===== config.mk =====
export PLATFORM = sky130hd
export DESIGN_NAME = param_sync_fifo
export DESIGN_NICKNAME = d
export VERILOG_FILES = /design/src/rtl/param_sync_fifo.sv
export SDC_FILE = /design/constraint.sdc
export NUM_CORES = 1
export LEC_CHECK = 0
export ABC_AREA = 1
export ABC_CLOCK_PERIOD_IN_PS = 3300
export CELL_PAD_IN_SITES_DETAIL_PLACEMENT = 0
export CELL_PAD_IN_SITES_GLOBAL_PLACEMENT = 2
export CORE_MARGIN = 2
export CORE_UTILIZATION = 41
export CTS_BUF_LIST = sky130_fd_sc_hd__clkbuf_4 sky130_fd_sc_hd__clkbuf_8
export CTS_CLUSTER_DIAMETER = 200
export DETAILED_ROUTE_END_ITERATION = 10
export GPL_TIMING_DRIVEN = 0
export PLACE_DENSITY = 0.81
export SYNTH_ARGS = -nofsm -noshare
export SYNTH_HDL_FRONTEND = slang
export SYNTH_SLANG_ARGS = --single-unit

===== constraint.sdc =====
create_clock -name clk -period 3.3 [get_ports clk]
set_input_delay 0.825 -clock clk [delete_from_list [all_inputs] [get_ports clk]]
set_output_delay 0.825 -clock clk [all_outputs]
set_load 0.1 [all_outputs]

===== src/rtl/param_sync_fifo.sv =====
// param_sync_fifo: single-clock FIFO with registered read data, occupancy-based status and sticky error flags
module param_sync_fifo #(
  parameter int DATA_WIDTH = 8,
  parameter int DEPTH      = 16,
  parameter int AF_LEVEL   = DEPTH - 4,
  parameter int AE_LEVEL   = 2
) (
  input  logic                     clk,
  input  logic                     rst_n,
  input  logic                     wr_en,
  input  logic                     rd_en,
  input  logic [DATA_WIDTH-1:0]    d_in,
  input  logic                     clr_err,
  output logic [DATA_WIDTH-1:0]    d_out,
  output logic                     d_valid,
  output logic                     empty,
  output logic                     full,
  output logic                     almost_empty,
  output logic                     almost_full,
  output logic [$clog2(DEPTH):0]   count,
  output logic                     overflow,
  output logic                     underflow
);
  localparam int AW = $clog2(DEPTH);
  localparam int CW = AW + 1;
  logic [DATA_WIDTH-1:0] mem [DEPTH];
  logic [AW-1:0] wr_ptr, rd_ptr;
  logic wr_ok, rd_ok;
  assign empty        = count == '0;
  assign full         = count == CW'(DEPTH);
  assign almost_empty = count <= CW'(AE_LEVEL);
  assign almost_full  = count >= CW'(AF_LEVEL);
  assign wr_ok = rst_n && wr_en && !full;
  assign rd_ok = rst_n && rd_en && !empty;
  always_ff @(posedge clk)
    if (wr_ok) mem[wr_ptr] <= d_in;
  // error flags: a new error on the same edge as clr_err stays set
  always_ff @(posedge clk) begin
    if (!rst_n) begin
      wr_ptr    <= '0;
      rd_ptr    <= '0;
      count     <= '0;
      d_out     <= '0;
      d_valid   <= 1'b0;
      overflow  <= 1'b0;
      underflow <= 1'b0;
    end else begin
      if (wr_ok) wr_ptr <= wr_ptr + 1'b1;
      if (rd_ok) begin
        rd_ptr <= rd_ptr + 1'b1;
        d_out  <= mem[rd_ptr];
      end
      d_valid   <= rd_ok;
      count     <= count + CW'(wr_ok) - CW'(rd_ok);
      overflow  <= (wr_en && full) || (overflow && !clr_err);
      underflow <= (rd_en && empty) || (underflow && !clr_err);
    end
  end
endmodule


==> results.sh <==
export IMPL_gp_congestion=0.8126
export IMPL_grt_pass1_wl_microns=24750
export IMPL_setup_viol=0
export IMPL_grt_usage=0.2052
export IMPL_synth_xor_area_share=0.002657
export IMPL_synthAdderAreaFrac=0.03150
export IMPL_reg2reg_depth=13
export IMPL_synth_top_area_frac=0.5829
export IMPL_crit_path_start="count[2]"
export IMPL_hp_class="reg -> reg"
export IMPL_crit_required_ns=2.47
export IMPL_area_delta_synth_final_pct=15.37
export IMPL_top_layer="met4"
export IMPL_r2r_end="count[4]"
export IMPL_tightest_slew_ns=0.9750
export IMPL_instances_no_fill=930
export IMPL_clockBufferDepth=2
export IMPL_final_period_utilization=0.9273
export IMPL_dr_pass1_iters=5
export IMPL_rsz0062_at_grt="no"
export IMPL_synth_top_family_by_area="simple AND/OR/NAND/NOR gates"
export IMPL_routedWlPerCell_microns=17.65
export IMPL_cts_made_buffers=17
export IMPL_syn_nets=680
export IMPL_finalHoldViolCount=0
export IMPL_design_core_area_sq_um=15830
export IMPL_rows=46
export IMPL_synth_async_reset_ratio=0
export IMPL_syn_instance_count=651
export IMPL_synthSimpleGateAreaFrac=0.2175
export IMPL_ant_nets=0
export IMPL_grt_pass1_vias=4350
export IMPL_timing_final_ws_setup_ns=0.2400
export IMPL_postSynthAreaPerCell_sq_um=10.13
export IMPL_fmax_mhz=326.8
export IMPL_synth_edf_count=128
export IMPL_synth_area_mux_share=0
export IMPL_drv_cap=0
export IMPL_yosys_warnings=0
export IMPL_grt_overflow=0
export IMPL_peakVddDrop_mv=0.5113
export IMPL_power_leakage_uw=0.003153
export IMPL_dr_wl_met3_microns=774
export IMPL_fin_skew_ns=0.008189
export IMPL_grt_start_max_net_pins=17
export IMPL_synthTopCellsByArea="edfxtp_1, nand2_1, dfxtp_1"
export IMPL_crit_fanout=5
export IMPL_max_slew_margin=0.3480
export IMPL_outcome="completed"
export IMPL_slew_viol_final=0
export IMPL_powerDensity_nw_per_um2=725.5
export IMPL_ys_ff_latch=152
export IMPL_dpl_cell_count=899
export IMPL_cts_tree="yes"
export IMPL_syn_cell_area_sq_um=6594
export IMPL_nets=731
export IMPL_viasPerCell=4.838
export IMPL_dieWidth_microns=130.8
export IMPL_vias=4499
export IMPL_path_clk_slew_ns=0.08
export IMPL_drt_iter0_markers=301
export IMPL_initial_utilization=0.4166
export IMPL_antenna_found_initial=0
export IMPL_io_buffers=32
export IMPL_endpoint="full"
export IMPL_drt_met1_wl_microns=7412
export IMPL_clock_latency_ns=0.44
export IMPL_synth_cell_type_count=22
export IMPL_die_h_microns=130.8
export IMPL_synth_top_area_cell="edfxtp_1"
export IMPL_rrSetupSlack_ns=0.46
export IMPL_cts_root_buf="clkbuf_8"
export IMPL_layout_drive_gt1_share=0.08263
export IMPL_cp_start_kind="register"
export IMPL_nFillCells=1484
export IMPL_arrival_ns=2.24
export IMPL_antennaDiodeCount=0
export IMPL_cts_max_level=4
export IMPL_dp_slack_ns=-0.08608
export IMPL_die_area_sq_um=17110
export IMPL_post_dp_hpwl_microns=11180
export IMPL_fin_crit_ns=3.060
export IMPL_synth_flop_cell="edfxtp_1"
export IMPL_wl_microns=16410
export IMPL_worstSetupPathType="reg -> out"
export IMPL_timing_hold_ws_ns=0.4657
export IMPL_cp_end_kind="output port"
export IMPL_synth_compound_area_share=0.02030
export IMPL_power_uw=5519
export IMPL_pin_count=33
export IMPL_postCtsHoldBufs=0
export IMPL_seq_area_frac_synth=0.6558
export IMPL_r2r_start="count[2]"
export IMPL_wl_met2_microns=7944
export IMPL_clkSinkCount=152
export IMPL_drc=0
registers in the layout, summed over array words and instances, names as in the netlist:
register / cells
rd_ptr: 4
wr_ptr: 4
d_out: 8
mem: 128
d_valid: 1
overflow: 1
underflow: 1
count: 5
layout make-up:
class,instances,area (sq um),share of cell area
Inverter,85,319.1,0.04194
Clock buffer,18,241.5,0.03174
Timing Repair Buffer,32,319.1,0.04194
Sequential cell,152,4324,0.5684
Clock inverter,13,178.9,0.02352
Tap cell,216,270.3,0.03553
Buffer,24,157.7,0.02072
Multi-Input combinational cell,390,1797,0.2362
metrics by stage:
step	instance area (sq um)	TNS (ns)	utilization
6_report	7607	0	0.4806
5_1_grt	7607	0	0.4806
4_1_cts	7605	0	0.4805
3_5_place_dp	7188	-0.08608	0.4542
3_3_place_gp	7188	-0.03347	0.4542
2_1_floorplan	6598	0	-
cells in the final DEF, fill, tap and decap left out, types with 2 or more instances in the layout:
cell type,instances
buf_4,7
nand4_1,2
bufinv_16,4
xor2_1,2
nand3_1,86
clkbuf_8,17
clkdlybuf4s50_1,28
clkinvlp_4,3
ha_1,15
nand2_1,219
buf_6,4
nor2_1,35
clkinv_2,3
nand2_2,2
clkbuf_1,4
edfxtp_1,128
dfxtp_1,24
a21oi_1,12
buf_2,9
inv_1,80
o21ai_0,11
dlygate4sd2_1,3
inv_2,5
Yosys cell counts, types with 2 or more instances:
cell,n
xor2_1,2
dfxtp_1,24
clkbuf_1,4
buf_2,9
nand3_1,86
nand2_2,2
buf_6,4
ha_1,15
nand2_1,219
nor2_1,35
o21ai_0,12
inv_2,5
a21oi_1,12
edfxtp_1,128
nand4_1,2
inv_1,80
buf_4,7
report_power, final:
part / total [uW] / internal (uW) / leakage [uW] / switching [uW]
logic: 1750 / 419 / 0.00160 / 1340
clock network: 1530 / 824 / 0.000206 / 701
registers: 2240 / 2180 / 0.00135 / 61.0
logic make-up after synthesis:
| kind of cell | count (synthesis) |
|---|---|
| buffers and inverters | 109 |
| adder cells (fa/ha/maj) | 16 |
| AO/OA/AOI/OAI | 26 |
| flip-flops | 152 |
| AND/OR/NAND/NOR | 346 |
| XOR/XNOR | 2 |
worst min path at each step:
stage          slack [ns]        end  cells after the start  startpoint
2_1_floorplan        0.47  wr_ptr[3]                      2   wr_ptr[3]
3_3_place_gp         0.45  underflow                      2   underflow
3_5_place_dp         0.45  underflow                      2   underflow
4_1_cts              0.47  underflow                      2   underflow
5_1_grt              0.51  underflow                      2   underflow
6_report             0.47  underflow                      2   underflow
worst max-delay path, stage by stage (launching register included):
cell and delay [ns]:
dfxtp_1 0.36, inv_1 0.12, ha_1 0.20, nand4_1 0.18, inv_1 0.08, dlygate4sd2_1 0.85
what timing repair did:
action,4_1_cts,5_1_grt
buffers inserted,0,0
endpoints found under the setup margin,3,1
gates resized for setup,3,1
pin swaps,0,0
endpoints found under the hold margin,0,0
routing by layer:
metal,up-vias,GRT usage
met3,19,0.04194
met4,0,0.07259
li1,2222,-
met1,2152,0.2706
met5,-,0
met2,106,0.3388
(Power assumes the default switching activity.)
